==> src/rtl/cpu_step_ctrl.sv <==
// cpu_step_ctrl: turns rising edges of the divided clock into single-cycle CPU
// enable pulses, under run / single-step / sticky-halt control.
module cpu_step_ctrl #(
    parameter int DEBOUNCE_N = 500000,
    parameter int CNT_W      = 32
) (
    input  logic             clk,
    input  logic             rst,
    input  logic             clk_div,
    input  logic             btn_step,
    input  logic             run_sw,
    input  logic             halt,
    output logic             cpu_en,
    output logic [1:0]       mode,
    output logic [CNT_W-1:0] cycle_count
);

    localparam int DB_W = $clog2(DEBOUNCE_N);
    localparam logic [DB_W-1:0] DB_LAST = DB_W'(DEBOUNCE_N - 1);

    typedef enum logic [1:0] {
        ST_PAUSE = 2'd0,
        ST_RUN   = 2'd1,
        ST_STEP  = 2'd2,
        ST_HALT  = 2'd3
    } state_t;

    logic            btn_meta_r;
    logic            btn_s_r;
    logic            run_meta_r;
    logic            run_s_r;
    logic            btn_db_r;
    logic            btn_db_q_r;
    logic [DB_W-1:0] db_cnt_r;
    logic            clk_div_q_r;
    state_t          state_r;
    state_t          state_nxt_s;
    logic            pulse_s;
    logic            tick_s;
    logic            btn_press_s;
    logic            cpu_en_r;
    logic [CNT_W-1:0] cycle_count_r;

    // Two-flop synchronisers for the asynchronous board controls.
    always_ff @(posedge clk or posedge rst) begin
        if (rst) begin
            btn_meta_r <= 1'b0;
            btn_s_r    <= 1'b0;
            run_meta_r <= 1'b0;
            run_s_r    <= 1'b0;
        end else begin
            btn_meta_r <= btn_step;
            btn_s_r    <= btn_meta_r;
            run_meta_r <= run_sw;
            run_s_r    <= run_meta_r;
        end
    end

    // Debounce: a new button level is accepted after DEBOUNCE_N consecutive differing cycles.
    always_ff @(posedge clk or posedge rst) begin
        if (rst) begin
            btn_db_r   <= 1'b0;
            btn_db_q_r <= 1'b0;
            db_cnt_r   <= {DB_W{1'b0}};
        end else begin
            btn_db_q_r <= btn_db_r;
            if (btn_s_r != btn_db_r) begin
                if (db_cnt_r == DB_LAST) begin
                    btn_db_r <= btn_s_r;
                    db_cnt_r <= {DB_W{1'b0}};
                end else begin
                    db_cnt_r <= db_cnt_r + DB_W'(1);
                end
            end else begin
                db_cnt_r <= {DB_W{1'b0}};
            end
        end
    end

    // Resetting the edge history to 1 suppresses a false tick when clk_div is high at release.
    always_ff @(posedge clk or posedge rst) begin
        if (rst) begin
            clk_div_q_r <= 1'b1;
        end else begin
            clk_div_q_r <= clk_div;
        end
    end

    assign tick_s      = clk_div & ~clk_div_q_r;
    assign btn_press_s = btn_db_r & ~btn_db_q_r;

    // Next-state and pulse decision; halt wins in every state but HALT itself.
    always_comb begin
        state_nxt_s = state_r;
        pulse_s     = 1'b0;
        case (state_r)
            ST_PAUSE: begin
                if (halt) begin
                    state_nxt_s = ST_HALT;
                end else if (run_s_r) begin
                    state_nxt_s = ST_RUN;
                end else if (btn_press_s) begin
                    state_nxt_s = ST_STEP;
                end else begin
                    state_nxt_s = ST_PAUSE;
                end
            end
            ST_RUN: begin
                if (halt) begin
                    state_nxt_s = ST_HALT;
                end else if (tick_s) begin
                    pulse_s     = 1'b1;
                    state_nxt_s = run_s_r ? ST_RUN : ST_PAUSE;
                end else if (!run_s_r) begin
                    state_nxt_s = ST_PAUSE;
                end else begin
                    state_nxt_s = ST_RUN;
                end
            end
            ST_STEP: begin
                if (halt) begin
                    state_nxt_s = ST_HALT;
                end else if (tick_s) begin
                    pulse_s     = 1'b1;
                    state_nxt_s = ST_PAUSE;
                end else begin
                    state_nxt_s = ST_STEP;
                end
            end
            ST_HALT: begin
                state_nxt_s = ST_HALT;
            end
            default: begin
                state_nxt_s = ST_PAUSE;
            end
        endcase
    end

    // State, enable pulse and pulse counter registers.
    always_ff @(posedge clk or posedge rst) begin
        if (rst) begin
            state_r       <= ST_PAUSE;
            cpu_en_r      <= 1'b0;
            cycle_count_r <= {CNT_W{1'b0}};
        end else begin
            state_r  <= state_nxt_s;
            cpu_en_r <= pulse_s;
            if (cpu_en_r) begin
                cycle_count_r <= cycle_count_r + CNT_W'(1);
            end else begin
                cycle_count_r <= cycle_count_r;
            end
        end
    end

    assign cpu_en      = cpu_en_r;
    assign mode        = state_r;
    assign cycle_count = cycle_count_r;

endmodule
==> config.mk <==
export PLATFORM = sky130hd
export DESIGN_NAME = cpu_step_ctrl
export DESIGN_NICKNAME = d
export VERILOG_FILES = /design/src/rtl/cpu_step_ctrl.sv
export SDC_FILE = /design/constraint.sdc
export NUM_CORES = 1
export LEC_CHECK = 0
export ABC_AREA = 1
export ABC_CLOCK_PERIOD_IN_PS = 2400
export CAP_MARGIN = 20
export CORE_ASPECT_RATIO = 0.9
export CORE_MARGIN = 4
export CORE_UTILIZATION = 50
export DETAILED_ROUTE_END_ITERATION = 8
export PLACE_DENSITY = 0.73
export SYNTH_ARGS = -nofsm -noshare
export SYNTH_HDL_FRONTEND = slang
export SYNTH_SLANG_ARGS = --single-unit
==> constraint.sdc <==
create_clock -name clk -period 2.4 [get_ports clk]
set_input_delay 0.24 -clock clk [delete_from_list [all_inputs] [get_ports clk]]
set_output_delay 0.24 -clock clk [all_outputs]
set_load 0.02 [all_outputs]
==> results.py, run 1 <==
metrics = {
    "outcome": {
        "status": "complete, no violations",
    },
    "sta": {
        "hold_viol": 0,
        "fin_ws_ns": 0.604,
        "rsz0062_at_grt": "false",
        "finalCriticalPeriod_ns": 1.80,
        "setup_violations": 0,
        "slew_headroom": 0.575,
        "tightest_slew_ns": 0.637,
        "hold-worst-slack_ns": 0.296,
        "skew_ns": 0.00947,
        "fin_crit_sh": 0.748,
        "fmax_mhz": 557,
        "setup_tns_ns": 0,
        "drv_slew": 0,
    },
    "detailed_routing": {
        "vias_per_cell": 4.94,
        "wl_per_cell_um": 13.3,
        "ant_nets": 0,
        "first_iter_violations": 155,
        "drcViolationCount": 0,
        "vias": 2615,
        "wirelength_um": 7020,
        "first_pass_iters": 4,
    },
    "synth": {
        "yosys-top-cells-count": "95 x nand2_1, 65 x nor2_1, 60 x dfrtp_1, 43 x inv_1, 19 x nand3_1",
        "syn_avg_cell_area_um2": 8.32,
        "ys.flop_type": "dfrtp_1",
        "synth_most_common_cell": "nand2_1",
        "synth_edf_count": 0,
        "yosysSeqAreaShare": 0.474,
        "netlist_top_cells_area": "dfrtp_1 47%, nand2_1 11%, nor2_1 7.6%, inv_1 5.0%, xor2_1 4.9%",
        "netlist_area_mm2": 0.00322,
        "synthSimpleGateAreaFrac": 0.326,
        "synthMuxAreaShare": 0,
        "ys_types": 33,
        "ys_warn_count": 0,
        "synth_xor_area_frac": 0.0971,
        "synth_top_family_by_area": "simple AND/OR/NAND/NOR gates",
        "synth_nets": 399,
        "synthAdderAreaFrac": 0.0233,
        "synth_largest_area_cell": "dfrtp_1",
        "async_flop_share": 1.00,
        "synth_compound_area_frac": 0.0249,
        "ys_ff_latch": 61,
        "yosysTopAreaCellShare": 0.466,
        "synthCells": 387,
    },
    "setup_path": {
        "slowest_stage": "clkdlybuf4s50_1",
        "worstSetupEndpointType": "output port",
        "crit_path_start_kind": "flop",
        "rr_endpoint": "db_cnt_r[13]",
        "worstSetupEndpoint": "cpu_en",
        "reg2reg_depth": 8,
        "crit_chain": "clkdlybuf4s50_1",
        "cp_max_fo": 6,
        "critPathBufInv": 1,
        "startpoint": "cpu_en",
        "rr_startpoint": "db_cnt_r[0]",
        "critPathMaxStageDelay_ns": 0.68,
        "cp.depth": 1,
        "r2r_slack_ns": 0.88,
        "path_class": "flop to output port",
        "path_delay_family": "buffers and inverters",
        "worstPathRequired_ns": 2.16,
        "worstPathArrival_ns": 1.56,
    },
    "clock_tree": {
        "h-tree-depth": 3,
        "post_cts_buffers": 0,
        "cts_sinks": 61,
        "cts-root-buf": "clkbuf_8",
        "cts_resized": 0,
        "cts_made_buffers": 9,
        "clockBufferDepth": 2,
        "cts_tree": "built",
        "insertion_delay_ns": 0.34,
        "clk_pin_slew_worst_paths_ns": 0.08,
        "holdBufCountCts": 0,
    },
    "place": {
        "dpl_worst_slack_ns": 0.896,
        "gp_congestion": 0.870,
        "placed_area_mm2": 0.00374,
        "port_buffers": 40,
        "dp_hpwl_um": 5070,
    },
    "pwr": {
        "max-vdd-ir-drop_mv": 0.519,
        "p_total_uw": 2670,
        "p_leak_uw": 0.00180,
        "powerDensity_mw_per_mm2": 669,
    },
    "die": {
        "fp.coreArea_mm2": 0.00618,
        "std_cell_rows": 27,
        "ioPinCount": 41,
        "die_area_mm2": 0.00779,
        "die_w_um": 92.6,
        "start_util": 0.521,
        "die_h_um": 84.1,
    },
    "global_route": {
        "grt_pass1_vias": 2594,
        "grt_pass1_wl_um": 12300,
        "gr-total-overflow": 0,
        "grt_max_degree": 34,
        "grt.total_usage": 0.199,
        "antenna_found_initial": 0,
    },
    "worst_hold_path": {
        "hold_path_class": "primary input to asynchronous set/reset pin",
    },
    "final_layout": {
        "fillers": 519,
        "finalInstanceArea_mm2": 0.00399,
        "antenna_cells": 0,
        "finalNetCount": 449,
        "layout-drive-gt1-share": 0.0928,
        "syn2layout_area_growth_pct": 23.8,
    },
    "run": {
        "maxCapViolCount": 0,
    },
}
-- metrics by stage --
| step | utilization | std cells |
|---|---|---|
| 2_1_floorplan | - | 387 |
| 3_3_place_gp | 0.605 | 513 |
| 3_5_place_dp | 0.605 | 513 |
| 4_1_cts | 0.645 | 529 |
| 5_1_grt | 0.645 | 529 |
| 6_report | 0.645 | 529 |
-- cell families after synthesis --
logic type | count (synthesis)
AOI/OAI and AO/OA | 15
xor gates and xnor gates | 34
adders and majority gates | 6
buffers and inverters | 46
DFF | 61
and+or+nand+nor | 225
-- registers in the layout, summed over array words and instances, names as in the netlist --
register and count:
btn_db_r 1, btn_meta_r 1, btn_db_q_r 1, cycle_count 32, mode 2, btn_s_r 1, db_cnt_r 19, run_meta_r 1
clk_div_q_r 1, run_s_r 1, cpu_en 1
-- worst min path at each step --
| stage | cells past startpoint | to | start | slack (ns) |
|---|---|---|---|---|
| final | 2 | mode[1] | rst | 0.30 |
| after global routing | 1 | btn_meta_r | btn_step | 0.32 |
| after CTS | 2 | db_cnt_r[1] | rst | 0.31 |
| after detailed placement | 0 | btn_s_r | btn_meta_r | 0.33 |
| after global placement | 0 | btn_s_r | btn_meta_r | 0.33 |
| after floorplan | 0 | clk_div_q_r | clk_div | 0.24 |
-- power by group --
group	internal, uW	switching, uW
sequential	1090	68.5
combinational	167	210
clock	716	420
-- area by class of cell --
| cell class | count | area (um2) | share of cell area |
|---|---|---|---|
| multi-input cells | 280 | 1520 | 0.381 |
| inverters | 44 | 165 | 0.0414 |
| clock inverters | 6 | 110 | 0.0276 |
| well taps | 87 | 109 | 0.0273 |
| repair buffers | 41 | 420 | 0.105 |
| flip-flops and latches | 61 | 1530 | 0.383 |
| clock buffers | 10 | 138 | 0.0345 |
-- layout by cell type (no fill, tap or decap), types with 3 or more instances in the layout --
master            n
inv_1            42
clkdlybuf4s50_1  40
ha_1              6
clkbuf_8         10
dfrtp_1          60
nor2_2            5
bufinv_16         3
o21ai_0           3
nand2_2           4
nand3b_1          3
nor2_4            3
xnor2_1          14
nand2_1          95
nor3_1            7
nor2_1           65
xor2_1           18
nand3_1          19
nand4_1          13
a21oi_1           7
-- layer usage --
| layer | share of wire | GRT usage | vias up |
|---|---|---|---|
| li1 | - | - | 1309 |
| met1 | 0.46 | 0.270 | 1228 |
| met2 | 0.47 | 0.309 | 71 |
| met3 | 0.064 | 0.0663 | 7 |
| met4 | 0.0054 | 0.0459 | 0 |
| met5 | 0 | 0 | - |
-- worst register-to-register path: stages, from the launching register on --
cell     delay (ns)
dfrtp_1        0.39
ha_1           0.24
nand2_1        0.11
nor2_2         0.06
inv_1          0.05
nor2_1         0.03
a21oi_1        0.37
nand2_1        0.10
nor2_1         0.10
(Power assumes the default switching activity.)
==> run 2, diff against run 1 <==
--- a/config.mk
+++ b/config.mk
@@ -6,7 +6,7 @@
 export NUM_CORES = 1
 export LEC_CHECK = 0
 export ABC_AREA = 1
-export ABC_CLOCK_PERIOD_IN_PS = 2400
+export ABC_CLOCK_PERIOD_IN_PS = 1850
 export CAP_MARGIN = 20
 export CORE_ASPECT_RATIO = 0.9
 export CORE_MARGIN = 4
==> constraint.sdc (replaced) <==
create_clock -name clk -period 1.85 [get_ports clk]
set_input_delay 0.185 -clock clk [delete_from_list [all_inputs] [get_ports clk]]
set_output_delay 0.185 -clock clk [all_outputs]
set_load 0.02 [all_outputs]
==> run 2 against run 1 <==
  * Die area is the same
  * Utilization shrank 0.77 points
  * Largest power group unchanged
  * Cell count is the same
==> results.py, run 2 (same netlist as run 1, synthesis figures left out) <==
metrics = {
    "final_layout": {
        "final_common_cell": "nand2_1",
        "layout-drive-gt1-share": 0.0860,
        "finalInstanceArea_mm2": 0.00394,
        "final_cells": 529,
        "multi_input_area_mm2": 0.00152,
        "largest_reg_flops": 32,
        "antenna_cells": 0,
        "ff_latch_area_mm2": 0.00153,
        "fillers": 513,
        "syn2layout_area_growth_pct": 22.3,
        "layout_common_cells": "95 x nand2_1, 65 x nor2_1, 60 x dfrtp_1",
        "finalNetCount": 450,
    },
    "clock_tree": {
        "clockBufferDepth": 2,
        "cts_resized": 0,
        "holdBufCountCts": 0,
        "clk_pin_slew_worst_paths_ns": 0.07,
        "cts-root-buf": "clkbuf_8",
        "post_cts_buffers": 0,
        "cts_tree": "built",
        "h-tree-depth": 3,
        "insertion_delay_ns": 0.34,
        "cts_sinks": 61,
        "cts_made_buffers": 9,
    },
    "sta": {
        "rsz0062_at_grt": "false",
        "fin_crit_sh": 0.944,
        "fin_ws_ns": 0.103,
        "hold_viol": 0,
        "fmax_mhz": 573,
        "skew_ns": 0.00799,
        "finalCriticalPeriod_ns": 1.75,
        "slew_headroom": 0.711,
        "setup_tns_ns": 0,
        "setup_violations": 0,
        "drv_slew": 0,
        "tightest_slew_ns": 0.434,
    },
    "setup_path": {
        "cp_max_fo": 6,
        "rr_startpoint": "db_cnt_r[0]",
        "worstPathArrival_ns": 1.56,
        "worstSetupEndpoint": "cpu_en",
        "crit_path_start_kind": "flop",
        "worstSetupEndpointType": "output port",
        "cp.depth": 1,
        "critPathMaxStageDelay_ns": 0.68,
        "crit_chain": "clkdlybuf4s50_1",
        "startpoint": "cpu_en",
        "path_class": "flop to output port",
        "slowest_stage": "clkdlybuf4s50_1",
        "r2r_slack_ns": 0.30,
        "worstPathRequired_ns": 1.66,
        "reg2reg_depth": 8,
        "path_delay_family": "buffers and inverters",
        "rr_endpoint": "db_cnt_r[14]",
        "critPathBufInv": 1,
    },
    "place": {
        "gp_congestion": 0.857,
        "port_buffers": 40,
        "dp.cells": 514,
        "dpl_worst_slack_ns": 0.319,
        "dp_hpwl_um": 5040,
        "placed_area_mm2": 0.00375,
    },
    "die": {
        "fp.coreArea_mm2": 0.00618,
        "ioPinCount": 41,
        "die_h_um": 84.1,
        "die_w_um": 92.6,
        "die_area_mm2": 0.00779,
        "start_util": 0.521,
        "std_cell_rows": 27,
    },
    "global_route": {
        "grt.total_usage": 0.193,
        "gr-total-overflow": 0,
        "grt_pass1_vias": 2542,
        "grt_pass1_wl_um": 12000,
        "antenna_found_initial": 0,
        "grt_max_degree": 62,
    },
    "detailed_routing": {
        "first_pass_iters": 4,
        "wl_per_cell_um": 13.0,
        "ant_nets": 0,
        "wirelength_um": 6900,
        "vias": 2615,
        "first_iter_violations": 206,
        "drcViolationCount": 0,
        "vias_per_cell": 4.94,
    },
    "pwr": {
        "max-vdd-ir-drop_mv": 0.705,
        "p_leak_uw": 0.00178,
        "powerDensity_mw_per_mm2": 805,
    },
    "worst_hold_path": {
        "hold_path_class": "primary input to asynchronous set/reset pin",
    },
    "run": {
        "maxCapViolCount": 0,
    },
    "outcome": {
        "status": "complete, no violations",
    },
}
-- run 2: area by class of cell --
| class | count | share of cell area |
|---|---|---|
| clock buffers | 14 | 0.0413 |
| repair buffers | 42 | 0.109 |
| inverters | 44 | 0.0419 |
| multi-input cells | 280 | 0.385 |
| flip-flops and latches | 61 | 0.388 |
| well taps | 87 | 0.0276 |
| clock inverters | 1 | 0.00762 |
-- run 2: metrics by stage --
step / power, uW / utilization / hold slack (ns)
final: 3170 / 0.637 / 0.219
after global routing: 3350 / 0.637 / 0.271
after CTS: 3200 / 0.637 / 0.240
after detailed placement: 2010 / 0.606 / 0.335
after global placement: 2000 / 0.606 / 0.332
after floorplan: 1800 / - / 0.189
-- run 2: how the worst min path moves through the flow --
stage | cells after the start | endpoint
4_1_cts | 3 | cycle_count[23]
3_5_place_dp | 0 | btn_s_r
2_1_floorplan | 0 | clk_div_q_r
6_report | 3 | cycle_count[28]
3_3_place_gp | 0 | btn_s_r
5_1_grt | 1 | clk_div_q_r
-- run 2: routing by layer --
metal / GRT usage / wire length (um)
met1: 0.272 / 3370
met4: 0.0459 / 93
met3: 0.0627 / 336
met5: 0 / 0
met2: 0.291 / 3090
-- run 2: power by group --
group | internal [uW] | switching, uW | total, uW
clock network | 691 | 496 | 1190
registers | 1410 | 93.8 | 1500
logic | 217 | 264 | 481
==> run 3, diff against run 2 <==
--- a/config.mk
+++ b/config.mk
@@ -9,7 +9,7 @@
 export ABC_CLOCK_PERIOD_IN_PS = 1850
 export CAP_MARGIN = 20
 export CORE_ASPECT_RATIO = 0.9
-export CORE_MARGIN = 4
+export CORE_MARGIN = 8
 export CORE_UTILIZATION = 50
 export DETAILED_ROUTE_END_ITERATION = 8
 export PLACE_DENSITY = 0.73
==> run 3 against run 2 <==
  * Combinational power rose by 3%
  * Clock skew fell by 0.0026 ns
  * Cell count rose by 0.38%
  * Count of clock-buffer cells in the layout rose by 1
  * Clock power fell by 13%
  * Largest cell class unchanged
==> results.py, run 3 (same netlist as run 1, synthesis figures left out) <==
metrics = {
    "final_layout": {
        "final_common_cell": "nand2_1",
        "antenna_cells": 0,
        "finalNetCount": 451,
        "layout-drive-gt1-share": 0.0878,
        "largest_reg_flops": 32,
        "layout_common_cells": "95 x nand2_1, 65 x nor2_1, 60 x dfrtp_1",
        "syn2layout_area_growth_pct": 21.9,
    },
    "pwr": {
        "powerDensity_mw_per_mm2": 773,
        "max-vdd-ir-drop_mv": 0.591,
        "p_leak_uw": 0.00178,
        "p_total_uw": 3030,
    },
    "sta": {
        "setup_violations": 0,
        "fmax_mhz": 584,
        "setup_tns_ns": 0,
        "tightest_slew_ns": 0.428,
        "finalCriticalPeriod_ns": 1.71,
        "drv_slew": 0,
        "slew_headroom": 0.715,
        "rsz0062_at_grt": "false",
        "fin_crit_sh": 0.926,
        "hold_viol": 0,
        "skew_ns": 0.00536,
        "fin_ws_ns": 0.137,
    },
    "setup_path": {
        "worstPathRequired_ns": 1.66,
        "worstPathArrival_ns": 1.53,
        "critPathMaxStageDelay_ns": 0.67,
        "worstSetupEndpointType": "output port",
        "slowest_stage": "clkdlybuf4s50_1",
        "cp_max_fo": 6,
        "path_delay_family": "buffers and inverters",
        "path_class": "flop to output port",
        "crit_chain": "clkdlybuf4s50_1",
        "crit_path_start_kind": "flop",
        "critPathBufInv": 1,
    },
    "clock_tree": {
        "cts_resized": 0,
        "cts_sinks": 61,
        "cts-root-buf": "clkbuf_8",
        "h-tree-depth": 3,
        "post_cts_buffers": 0,
        "insertion_delay_ns": 0.33,
        "holdBufCountCts": 0,
        "clk_pin_slew_worst_paths_ns": 0.06,
        "cts_made_buffers": 9,
        "clockBufferDepth": 2,
        "cts_tree": "built",
    },
    "detailed_routing": {
        "drcViolationCount": 0,
        "first_iter_violations": 178,
        "vias_per_cell": 4.94,
        "first_pass_iters": 5,
        "wirelength_um": 7020,
        "wl_per_cell_um": 13.2,
        "vias": 2623,
        "ant_nets": 0,
    },
    "die": {
        "die_h_um": 92.1,
        "fp.coreArea_mm2": 0.00618,
        "ioPinCount": 41,
        "start_util": 0.521,
        "die_area_mm2": 0.00927,
        "std_cell_rows": 27,
        "die_w_um": 101,
    },
    "place": {
        "gp_congestion": 0.917,
        "port_buffers": 40,
        "dpl_worst_slack_ns": 0.368,
        "dp_hpwl_um": 5340,
    },
    "run": {
        "maxCapViolCount": 0,
    },
    "global_route": {
        "gr-total-overflow": 0,
        "antenna_found_initial": 0,
        "grt_max_degree": 36,
        "grt.total_usage": 0.162,
        "grt_pass1_wl_um": 12000,
        "grt_pass1_vias": 2668,
    },
    "outcome": {
        "status": "complete, no violations",
    },
    "worst_hold_path": {
        "hold_path_class": "primary input to asynchronous set/reset pin",
    },
}
[run 3: through the flow]
stage / area (um2) / hold slack (ns) / util / std cells
floorplan: 3220 / 0.189 / - / 387
global placement: 3750 / 0.334 / 0.607 / 515
detailed placement: 3750 / 0.337 / 0.607 / 515
CTS: 3930 / 0.126 / 0.635 / 531
global route: 3930 / 0.174 / 0.635 / 531
finish: 3930 / 0.128 / 0.635 / 531
[run 3: layer usage]
| layer | vias up | part of all wire | track usage |
|---|---|---|---|
| li1 | 1314 | - | - |
| met3 | 9 | 0.055 | 0.0446 |
| met1 | 1234 | 0.48 | 0.211 |
| met2 | 66 | 0.45 | 0.250 |
| met5 | - | 0 | 0 |
| met4 | 0 | 0.012 | 0.0616 |
[run 3: final timing paths]
path	start	end	slack (ns)	depth (start not counted)
max in group asynchronous	rst	db_cnt_r[17]	1.21	3
max reg2reg	db_cnt_r[0]	db_cnt_r[14]	0.32	8
min reg2reg	btn_meta_r	btn_s_r	0.35	0
max	cpu_en	cpu_en	0.14	1
min in group clk	btn_step	btn_meta_r	0.29	1
min	rst	cycle_count[23]	0.13	2
[run 3: area by class of cell]
type / count / area [um2]
Fill cell: 531 / 2260
Sequential cell: 61 / 1530
Multi-Input combinational cell: 280 / 1520
Timing Repair Buffer: 43 / 435
Clock buffer: 15 / 166
Inverter: 44 / 165
Tap cell: 87 / 109
Clock inverter: 1 / 5.00
[run 3: power breakdown]
group          leakage, uW  internal [uW]  switching (uW)
clock            0.0000877            560             484
sequential        0.000828           1410            86.9
combinational     0.000861            219             276
total              0.00178           2190             846
